File: src/rtl/event_frame_reader_if.sv
// Bundles the FIFO read-side signals, the framed output stream and the status
// counters of event_frame_reader.
interface event_frame_reader_if;
  logic [15:0] fifo_dout;
  logic        fifo_empty;
  logic        fifo_valid;
  logic        fifo_rd_en;
  logic [15:0] out_data;
  logic        out_valid;
  logic        out_last;
  logic        out_ready;
  logic [15:0] evt_count;
  logic [7:0]  err_count;
  logic        busy;

  modport master (
    output fifo_dout, fifo_empty, fifo_valid, out_ready,
    input  fifo_rd_en, out_data, out_valid, out_last, evt_count, err_count, busy
  );
  modport slave (
    input  fifo_dout, fifo_empty, fifo_valid, out_ready,
    output fifo_rd_en, out_data, out_valid, out_last, evt_count, err_count, busy
  );
endinterface

File: src/rtl/event_frame_reader.sv
// Pops tagged tube words from the event FIFO, checks the 32-word tag sequence of
// each event and emits a header + hit-word frame on a valid/ready stream.
module event_frame_reader #(
  parameter logic [7:0] HDR_TAG    = 8'hE5,
  parameter logic [7:0] HIT_THRESH = 8'd1,
  parameter bit         SKIP_EMPTY = 1'b1
) (
  input logic clk100,
  input logic rst,
  event_frame_reader_if.slave bus
);
  localparam logic [1:0] HUNT = 2'd0, COLLECT = 2'd1, HDR = 2'd2, EMIT = 2'd3;
  localparam logic [7:0] TAG_FIRST = 8'hC0, TAG_FILL = 8'h00;

  logic [1:0]  state;
  logic [4:0]  k, rd_ptr;
  logic [5:0]  hit_cnt, hit_final;
  logic        skid_full;
  logic [15:0] skid_word;
  logic [15:0] evt_count;
  logic [7:0]  err_count;
  logic [12:0] hit_buf [32];

  logic        in_valid, in_hit, in_exp, in_first, in_fill;
  logic [15:0] in_word;
  logic        collecting, accept, restart, mismatch, stray;
  logic        out_valid, out_last, handshake;
  logic [15:0] out_data;

  function automatic logic [7:0] exp_tag(input logic [4:0] idx);
    return {(idx[4] ? 4'h2 : 4'hC), idx[3], idx[0], idx[1], idx[2]};
  endfunction

  // A word popped while framing is parked in the skid and takes priority later.
  assign in_valid   = skid_full | bus.fifo_valid;
  assign in_word    = skid_full ? skid_word : bus.fifo_dout;
  assign in_hit     = in_word[7:0] >= HIT_THRESH;
  assign in_exp     = in_word[15:8] == exp_tag(k);
  assign in_first   = in_word[15:8] == TAG_FIRST;
  assign in_fill    = in_word[15:8] == TAG_FILL;
  assign hit_final  = hit_cnt + {5'd0, in_hit};
  assign collecting = (state == HUNT) || (state == COLLECT);

  assign accept   = (state == COLLECT) && in_valid && in_exp;
  assign mismatch = (state == COLLECT) && in_valid && !in_exp;
  assign stray    = (state == HUNT) && in_valid && !in_first && !in_fill;
  assign restart  = collecting && in_valid && in_first && !accept;

  always_comb begin
    out_valid = 1'b0;
    out_last  = 1'b0;
    out_data  = 16'h0000;
    if (state == HDR) begin
      out_valid = 1'b1;
      out_last  = (hit_cnt == 6'd0);
      out_data  = {HDR_TAG, 2'b00, hit_cnt};
    end else if (state == EMIT) begin
      out_valid = 1'b1;
      out_last  = ({1'b0, rd_ptr} == hit_cnt - 6'd1);
      out_data  = {3'b000, hit_buf[rd_ptr]};
    end
  end
  assign handshake = out_valid && bus.out_ready;

  // Hit storage needs no reset: only entries below hit_cnt are ever read.
  always_ff @(posedge clk100) begin
    if ((accept || restart) && in_hit)
      hit_buf[accept ? hit_cnt[4:0] : 5'd0] <= {(accept ? k : 5'd0), in_word[7:0]};
  end

  always_ff @(posedge clk100 or posedge rst) begin
    if (rst) begin
      state     <= HUNT;
      k         <= 5'd0;
      rd_ptr    <= 5'd0;
      hit_cnt   <= 6'd0;
      skid_full <= 1'b0;
      skid_word <= 16'h0000;
      evt_count <= 16'h0000;
      err_count <= 8'h00;
    end else begin
      if (!collecting && bus.fifo_valid) begin
        skid_full <= 1'b1;
        skid_word <= bus.fifo_dout;
      end else if (collecting) begin
        skid_full <= 1'b0;
      end

      if ((mismatch || stray) && err_count != 8'hFF) err_count <= err_count + 8'd1;
      if (accept && k == 5'd31 && evt_count != 16'hFFFF) evt_count <= evt_count + 16'd1;

      case (state)
        HUNT, COLLECT: begin
          if (restart) begin
            k       <= 5'd1;
            hit_cnt <= {5'd0, in_hit};
            state   <= COLLECT;
          end else if (accept) begin
            hit_cnt <= hit_final;
            if (k == 5'd31) state <= (SKIP_EMPTY && hit_final == 6'd0) ? HUNT : HDR;
            else            k     <= k + 5'd1;
          end else if (mismatch) begin
            state <= HUNT;
          end
        end
        HDR: if (handshake) begin
          rd_ptr <= 5'd0;
          state  <= out_last ? HUNT : EMIT;
        end
        default: if (handshake) begin
          rd_ptr <= rd_ptr + 5'd1;
          if (out_last) state <= HUNT;
        end
      endcase
    end
  end

  assign bus.fifo_rd_en = !bus.fifo_empty && !skid_full && collecting;
  assign bus.out_valid  = out_valid;
  assign bus.out_last   = out_last;
  assign bus.out_data   = out_data;
  assign bus.evt_count  = evt_count;
  assign bus.err_count  = err_count;
  assign bus.busy       = (state != HUNT);
endmodule
File: src/flat_wrapper.sv
// flat-port wrapper written by rule: the top's interface ports become plain ports
module event_frame_reader_flat 
#(
  parameter logic [7:0] HDR_TAG    = 8'hE5,
  parameter logic [7:0] HIT_THRESH = 8'd1,
  parameter bit         SKIP_EMPTY = 1'b1
)
  (clk100, rst, bus_fifo_dout, bus_fifo_empty, bus_fifo_valid, bus_out_ready, bus_fifo_rd_en, bus_out_data, bus_out_valid, bus_out_last, bus_evt_count, bus_err_count, bus_busy);
  event_frame_reader_if bus_i ();
  input logic clk100;
  input logic rst;
  input wire logic [$bits(bus_i.fifo_dout)-1:0] bus_fifo_dout;
  input wire logic [$bits(bus_i.fifo_empty)-1:0] bus_fifo_empty;
  input wire logic [$bits(bus_i.fifo_valid)-1:0] bus_fifo_valid;
  input wire logic [$bits(bus_i.out_ready)-1:0] bus_out_ready;
  output wire logic [$bits(bus_i.fifo_rd_en)-1:0] bus_fifo_rd_en;
  output wire logic [$bits(bus_i.out_data)-1:0] bus_out_data;
  output wire logic [$bits(bus_i.out_valid)-1:0] bus_out_valid;
  output wire logic [$bits(bus_i.out_last)-1:0] bus_out_last;
  output wire logic [$bits(bus_i.evt_count)-1:0] bus_evt_count;
  output wire logic [$bits(bus_i.err_count)-1:0] bus_err_count;
  output wire logic [$bits(bus_i.busy)-1:0] bus_busy;
  assign bus_i.fifo_dout = bus_fifo_dout;
  assign bus_i.fifo_empty = bus_fifo_empty;
  assign bus_i.fifo_valid = bus_fifo_valid;
  assign bus_i.out_ready = bus_out_ready;
  assign bus_fifo_rd_en = bus_i.fifo_rd_en;
  assign bus_out_data = bus_i.out_data;
  assign bus_out_valid = bus_i.out_valid;
  assign bus_out_last = bus_i.out_last;
  assign bus_evt_count = bus_i.evt_count;
  assign bus_err_count = bus_i.err_count;
  assign bus_busy = bus_i.busy;
  event_frame_reader #(.HDR_TAG(HDR_TAG), .HIT_THRESH(HIT_THRESH), .SKIP_EMPTY(SKIP_EMPTY)) u_core (.clk100(clk100), .rst(rst), .bus(bus_i));
endmodule
File: config.mk
export PLATFORM = sky130hd
export DESIGN_NAME = event_frame_reader_flat
export DESIGN_NICKNAME = d
export VERILOG_FILES = /design/src/rtl/event_frame_reader_if.sv /design/src/rtl/event_frame_reader.sv /design/src/flat_wrapper.sv
export SDC_FILE = /design/constraint.sdc
export NUM_CORES = 1
export LEC_CHECK = 0
export BUFFER_PORTS_ARGS = -buffer_cell sky130_fd_sc_hd__buf_2
export CAP_MARGIN = 15
export CORE_MARGIN = 2
export CORE_UTILIZATION = 30
export CTS_CLUSTER_SIZE = 14
export DETAILED_ROUTE_END_ITERATION = 6
export GPL_TIMING_DRIVEN = 0
export PLACE_DENSITY = 0.53
export SLEW_MARGIN = 15
export SYNTH_ARGS = -nofsm -noshare
export SYNTH_HDL_FRONTEND = slang
export SYNTH_SLANG_ARGS = --single-unit
export TNS_END_PERCENT = 5
File: constraint.sdc
create_clock -name clk100 -period 4.5 [get_ports clk100]
set_input_delay 0.45 -clock clk100 [delete_from_list [all_inputs] [get_ports clk100]]
set_output_delay 0.45 -clock clk100 [all_outputs]
set_load 0.05 [all_outputs]
; ---- Word level (Yosys, flattened, before mapping)
; Memory sizes are Yosys's and may differ from the RTL's.
; Index checks and enable logic that the tools add are counted.
[totals]
reg_bits = 59
latch_bits = 0
ram_bits = 416
mem_bits_ro = 0
inputBits = 21
output_inout_bits = 44
word_cells = 104
memories = 1
[op_classes]
add_sub_neg = 6
multipliers = 0
n_div = 0
order_cmp = 1
n_eq_ne = 13
shifts = 0
n_mux = 32
bitwise_logic = 2
n_reduce_logical = 41
[mem_list]
columns = memory, depth, width, read_ports, rd_clocked_by_memory_dff, write_ports, line
row1 = u_core.hit_buf, 32, 13, 1, 0, 1, event_frame_reader.sv:22  ; logic [12:0] hit_buf [32];
[ops]
columns = cell, count
row1 = $mux W5, 7
row2 = $mux W16, 2
row3 = $mux W2, 9
row4 = $logic_and A1 B1 Y1, 17
row5 = $add A16 B1 Y16 const B, 1
row6 = $ne A16 B16 Y1 const B, 1
row7 = $mux W13, 1
row8 = $logic_not A6 Y1, 2
row9 = $mux W6, 2
row10 = $add A5 B1 Y5 const B, 2
row11 = $pmux W5 S2, 1
row12 = $add A8 B1 Y8 const B, 1
row13 = $eq A8 B8 Y1, 1
row14 = $eq A8 B8 Y1 const B, 1
row15 = $ge A8 B1 Y1 const B, 1
row16 = $logic_not A8 Y1, 1
row17 = $mux W1, 8
row18 = $ne A8 B8 Y1 const B, 1
row19 = $reduce_bool A2 Y1, 4
row20 = $logic_not A1 Y1, 7
row21 = $add A6 B1 Y6, 1
row22 = $eq A5 B6 Y1, 1
row23 = $sub A6 B1 Y6 const B, 1
row24 = $eq A5 B5 Y1 const B, 1
row25 = other kinds (16), 21

; ---- Logic depth before layout (Yosys ltp)
[logic_depth]
word_depth = 9
ltp_mapped = 13
depth_no_buf = 10

; ---- Worst setup path after synthesis
; Ideal clock, no wire load.
[synth_path]
path_type = register -> register
start = register u_core.skid_full
end = register u_core.state[1]
setup_ns = 0.134
arrival_ns = 3.145
t_required_ns = 4.366
path_slack_ns = 1.221
path_stages_with_launch = 14
n_path_buf = 3
synth_period_minus_slack_ns = 3.279
cell_sequence = dfrtp_1 > buf_6 > buf_2 > buf_2 > mux2_2 > nor4_1 > nand2_1 > ha_1 > ha_1 > nor3_1 > a31oi_1 > or4_1 > nand4b_1 > nand3_1
[synth_between]
elab_chain_cells = 9
elab_cells_between_ends = 23
cone_classes = add/sub: 1 / order compare: 1 / eq/ne: 4 / mux: 6 / bitwise: 1 / reduce/logical: 10
[synth_rtl]
columns = element, line
row1 = "start, declared", event_frame_reader.sv:18  ; logic skid_full;
row2 = "start signal, assigned", event_frame_reader.sv:77  ; skid_full <= 1'b0;
row3 = "start signal, assigned", event_frame_reader.sv:83  ; skid_full <= 1'b1;
row4 = "start signal, assigned", event_frame_reader.sv:86  ; skid_full <= 1'b0;
row5 = $mux W16, event_frame_reader.sv:36  ; assign in_word = skid_full ? skid_word : bus.fifo_dout;
row6 = named net u_core.in_word[4], event_frame_reader.sv:25  ; logic [15:0] in_word;
row7 = $ge A8 B1 Y1, event_frame_reader.sv:37  ; assign in_hit = in_word[7:0] >= HIT_THRESH;
row8 = $add A6 B1 Y6, event_frame_reader.sv:41  ; assign hit_final = hit_cnt + {5'd0, in_hit};
row9 = $logic_not A6 Y1, event_frame_reader.sv:100  ; if (k == 5'd31) state <= (SKIP_EMPTY && hit_final == 6'd0) ? HUNT : HDR;
row10 = $mux W2 (2 in a row), event_frame_reader.sv:100
row11 = $mux W2, event_frame_reader.sv:98  ; end else if (accept) begin
row12 = $mux W2, event_frame_reader.sv:94  ; if (restart) begin
row13 = $pmux W2 S2, event_frame_reader.sv:92  ; case (state)
row14 = "end signal, assigned", event_frame_reader.sv:100
row15 = "end signal, assigned", event_frame_reader.sv:108  ; state <= out_last ? HUNT : EMIT;
row16 = "end, declared", event_frame_reader.sv:15  ; logic [1:0] state;
; The timed path passes the listed nets, and every way through them passes these cells. The select of a mux whose other input is x is not followed.
; A chain may end at the register's enable or synchronous reset.

; ---- Worst setup path in the final report
[layout_path]
start = register u_core.rd_ptr[1]
end = output bus_out_data[4]
[layout_between]
elab_chain_cells = 3
[layout_rtl]
columns = element, line
row1 = "start, declared", event_frame_reader.sv:16  ; logic [4:0] k, rd_ptr;
row2 = "start signal, assigned", event_frame_reader.sv:111  ; rd_ptr <= rd_ptr + 5'd1;
row3 = $mem_v2 Z32 W13, -
row4 = $mux W13, event_frame_reader.sv:57  ; end else if (state == EMIT) begin
row5 = $mux W16, event_frame_reader.sv:53  ; if (state == HDR) begin
row6 = "end, declared", flat_wrapper.sv:17  ; output wire logic [$bits(bus_i.out_data)-1:0] bus_out_data;
; No other way between the ends.

==> metrics.md <==
| Metric | Value |
|---|---|
| Hold path start | `bus_fifo_valid` |
| Asr flop ratio synth | `0.124` |
| Max Clock Freq | `about 230 MHz` |
| Max_cap viols | `0` |
| Least-Margin Pin Slew | `about 1.1 ns` |
| Area of the core | `~0.064 mm²` |
| RSZ-0062 raised after global routing | `yes` |
| Pleak | `0.00742 µW` |
| Later-pin clock latency in the skew report | `around 0.6 ns` |
| Vias per cell | `between 4 and 5` |
| Largest cells by area after synthesis | `edfxtp_1 64%, mux4_2 14%, dfrtp_1 7.6%, mux2_2 1.6%, xnor2_1 1.2%` |
| Fin cells | `slightly above 2000` |
| Status | `complete, no violations` |
| I/O Pins | `65` |
| DR iter-0 viols | `roughly 1000` |
| TritonRoute pass-1 iters | `5` |
| Data required, critical path | `4.05 ns` |
| Worst reg2reg startpoint | `u_core.skid_full` |
| Num CTS Buffers | `50` |
| Commonest non-fill, non-tap cells in the layout | `416 x edfxtp_1, 124 x mux4_2, 77 x buf_2` |
| CP Capture Type | `output port` |
| Largest net degree at the start of global routing | `50` |
| Logic pwr share | `0.292` |
| P per Cell Area | `568 mW/mm²` |
| CP Max Fanout | `10` |
| Crit path from | `u_core.rd_ptr[1]` |
| Crit path DAT | `3.93 ns` |
| Yosys top cell by area | `edfxtp_1` |
| Tmin final | `between 4 and 5 ns` |
| Worst Hold Class | `input port to register` |
| Slowest library cell on the worst path | `mux4_2` |
| CTS Sinks | `475` |
| GPL Wtd Cong | `approximately 0.80` |
| Antenna violations before repair | `0` |
| Most common cell after layout, fill and taps aside | `edfxtp_1` |
| Slew headroom | `0.285` |
| Min Hold Slack | `0.0887 ns` |
| Syn avg cell area | `around 19 µm²` |
| Final Worst Setup Slack | `approximately 0.12 ns` |
| Worst path max stage delay | `between 0.5 and 0.6 ns` |
| P_int | `8740 µW` |
| CTS tree | `done` |
| Syn. warnings | `0` |
| # diodes | `0` |
| Routed Antenna Nets | `0` |
| Synth Instances | `between 1000 and 1500` |
| Number of flops mapped to enable cells by yosys | `416` |
| Synth top area share | `0.640` |
| Initial core utilization | `0.303` |
| Final Power | `about 13000 µW` |
| Gr ovfl total | `0` |
| Synth Cell Area | `just under 0.02 mm²` |
| Library cells used by synthesis | `between 50 and 60` |
| Worst setup slack after placement | `0.0493 ns` |
| Worst Path Class, Setup | `register to output port` |
| IO buf count | `64` |
| Die Y | `259 µm` |
| CP startpoint kind | `register` |
| Width of the die | `between 200 and 300 µm` |
| Cell breakdown of the critical path | `clkbuf_1 -> buf_2 -> clkbuf_2 -> mux4_2 -> mux4_2 -> o21ai_0 -> nand2_1 -> buf_2` |
| Worst vdd ir | `about 0.54 mV` |
| Vias in the first global route | `~11000` |
| First-pass GRT wire length | `approximately 70000 µm` |
| Setup bufs post-CTS | `0` |
| Post-Syn Nets | `~1100` |
| Synth Flop Type | `edfxtp_1` |
| Part of the power in registers | `0.395` |
| Slew Viols, Final | `0` |
| Die ar. | `about 0.067 mm²` |
| Clock share of power | `0.313` |
| Via count | `between 10000 and 15000` |
| Final Skew | `roughly 0.02 ns` |
| Sequential fraction of the synthesis area | `0.716` |
| Flip-flop and latch count after synthesis | `between 400 and 500` |
| Dpl cells | `~2000` |
| Clk slew on worst S/H paths | `0.06 ns` |
| Rows | `a little over 90` |
| Setup violators final | `0` |
| CTS H-tree lvls | `2` |
| P&R area growth vs syn | `17.4%` |
| GRT Resource Usage Total | `0.143` |
| Switching Share | `0.329` |
| Bufs on Longest Clock Path | `3` |
| Sw power | `approximately 4300 µW` |
| Hpwl dp | `roughly 32000 µm` |
| Net count reported at finish | `1195` |
| Tcrit/Tclk final | `0.974` |
| Root Buffer | `clkbuf_16` |
| Worst path bufs/invs | `4` |
| Hold violation count in the final report | `0` |
| Delay-heaviest family, CP | `buffers and inverters` |
| Routed WL per cell | `about 23 µm` |
| Final wirelength | `between 40000 and 50000 µm` |
| Share of layout cells above drive strength 1 | `0.321` |
| Drt drc | `0` |
layer usage:
layer | wire length [µm] | vias up | part of all wire | track usage
li1 | - | 4435 | - | -
met2 | 22700 | 241 | 0.48 | 0.229
met5 | 0 | - | 0 | 0
met1 | 21700 | 5381 | 0.46 | 0.199
met3 | 2610 | 42 | 0.055 | 0.0306
met4 | 642 | 0 | 0.013 | 0.0342
worst register-to-register path, delay by kind of cell (launching register included):
| family | cells | cell delay, ns |
|---|---|---|
| AND/OR/NAND/NOR | 4 | 2.13 |
| multiplexers | 1 | 0.69 |
| buffers and inverters | 3 | 0.67 |
| flip-flops | 1 | 0.34 |
Yosys cell counts (4+ instances only):
cell       instances
and3_1             5
nand2b_1           4
buf_1              7
and2_1             4
nand2_1           47
a211oi_1           8
inv_1             12
buf_2             15
nand3_1           15
mux2_2            28
xnor2_1           27
a2111oi_0          6
nand4_1            6
a21o_1             4
mux4_2           124
mux2i_1           14
o21ai_0           22
dfrtp_1           59
nor4_1             4
nor2b_1           16
nor2_1            48
nor3_1            24
nand3_2            5
edfxtp_1         416
nand4b_1           4
xor2_1             7
a21oi_1            7
clkbuf_1          30
a22o_1             4
ha_1               9
layout make-up:
type	instances	area, µm²
Multi-Input combinational cell	484	5370
Buffer	57	290
Sequential cell	475	14000
Clock inverter	30	307
Clock buffer	61	1290
Timing Repair Buffer	84	557
Tap cell	855	1070
Inverter	13	51.3
Fill cell	6005	41400
power groups by stage:
stage	sequential (µW)	combinational, µW	clock (µW)
after global routing	5150	4050	4330
final	5140	3800	4070
after floorplan	5260	2540	0
after detailed placement	5220	3810	0
after CTS	5130	3860	4170
after global placement	5210	3770	0
cell families after synthesis:
group                    Yosys count  synth area share
AO/OA/AOI/OAI                     71            0.0248
XOR/XNOR                          34            0.0153
adder cells (fa/ha/maj)            9           0.00577
buffers and inverters             71            0.0164
flip-flops                       475             0.716
multiplexers                     166             0.166
AND/OR/NAND/NOR                  204            0.0555
flip-flops by register name, indices dropped and copies added, names as in the netlist, 2 cells and up:
signal / count
u_core.k: 5
u_core.bus.err_count: 8
u_core.hit_cnt: 6
u_core.skid_word: 16
u_core.rd_ptr: 5
u_core.hit_buf: 416
u_core.state: 2
u_core.bus.evt_count: 16
path summary, 6_finish.rpt:
path | slack [ns] | depth (start not counted) | endpoint
worst max-delay path | 0.12 | 8 | bus_out_data[4]
worst min-delay path | 0.09 | 2 | u_core.skid_full
worst max register to register | 0.27 | 8 | u_core.hit_buf[30][11]
min in group asynchronous | 0.30 | 3 | u_core.bus.evt_count[15]
max in group asynchronous | 3.70 | 4 | u_core.rd_ptr[2]
worst min register to register | 0.49 | 1 | u_core.bus.err_count[5]
repair_timing:
action	in CTS	in global routing
setup endpoints to repair	6	14
gates resized for setup	17	10
hold buffers	1	0
pin swaps	0	0
endpoints found under the hold margin	10	0
through the flow:
stage	setup TNS (ns)	util	cell area, µm²
2_1_floorplan	0	-	19500
3_3_place_gp	-49.25	0.325	20900
3_5_place_dp	0	0.330	21200
4_1_cts	-0.0218	0.356	22900
5_1_grt	-0.0227	0.356	22900
6_report	0	0.356	22900
Note: power is estimated with default switching activity, not from simulation.
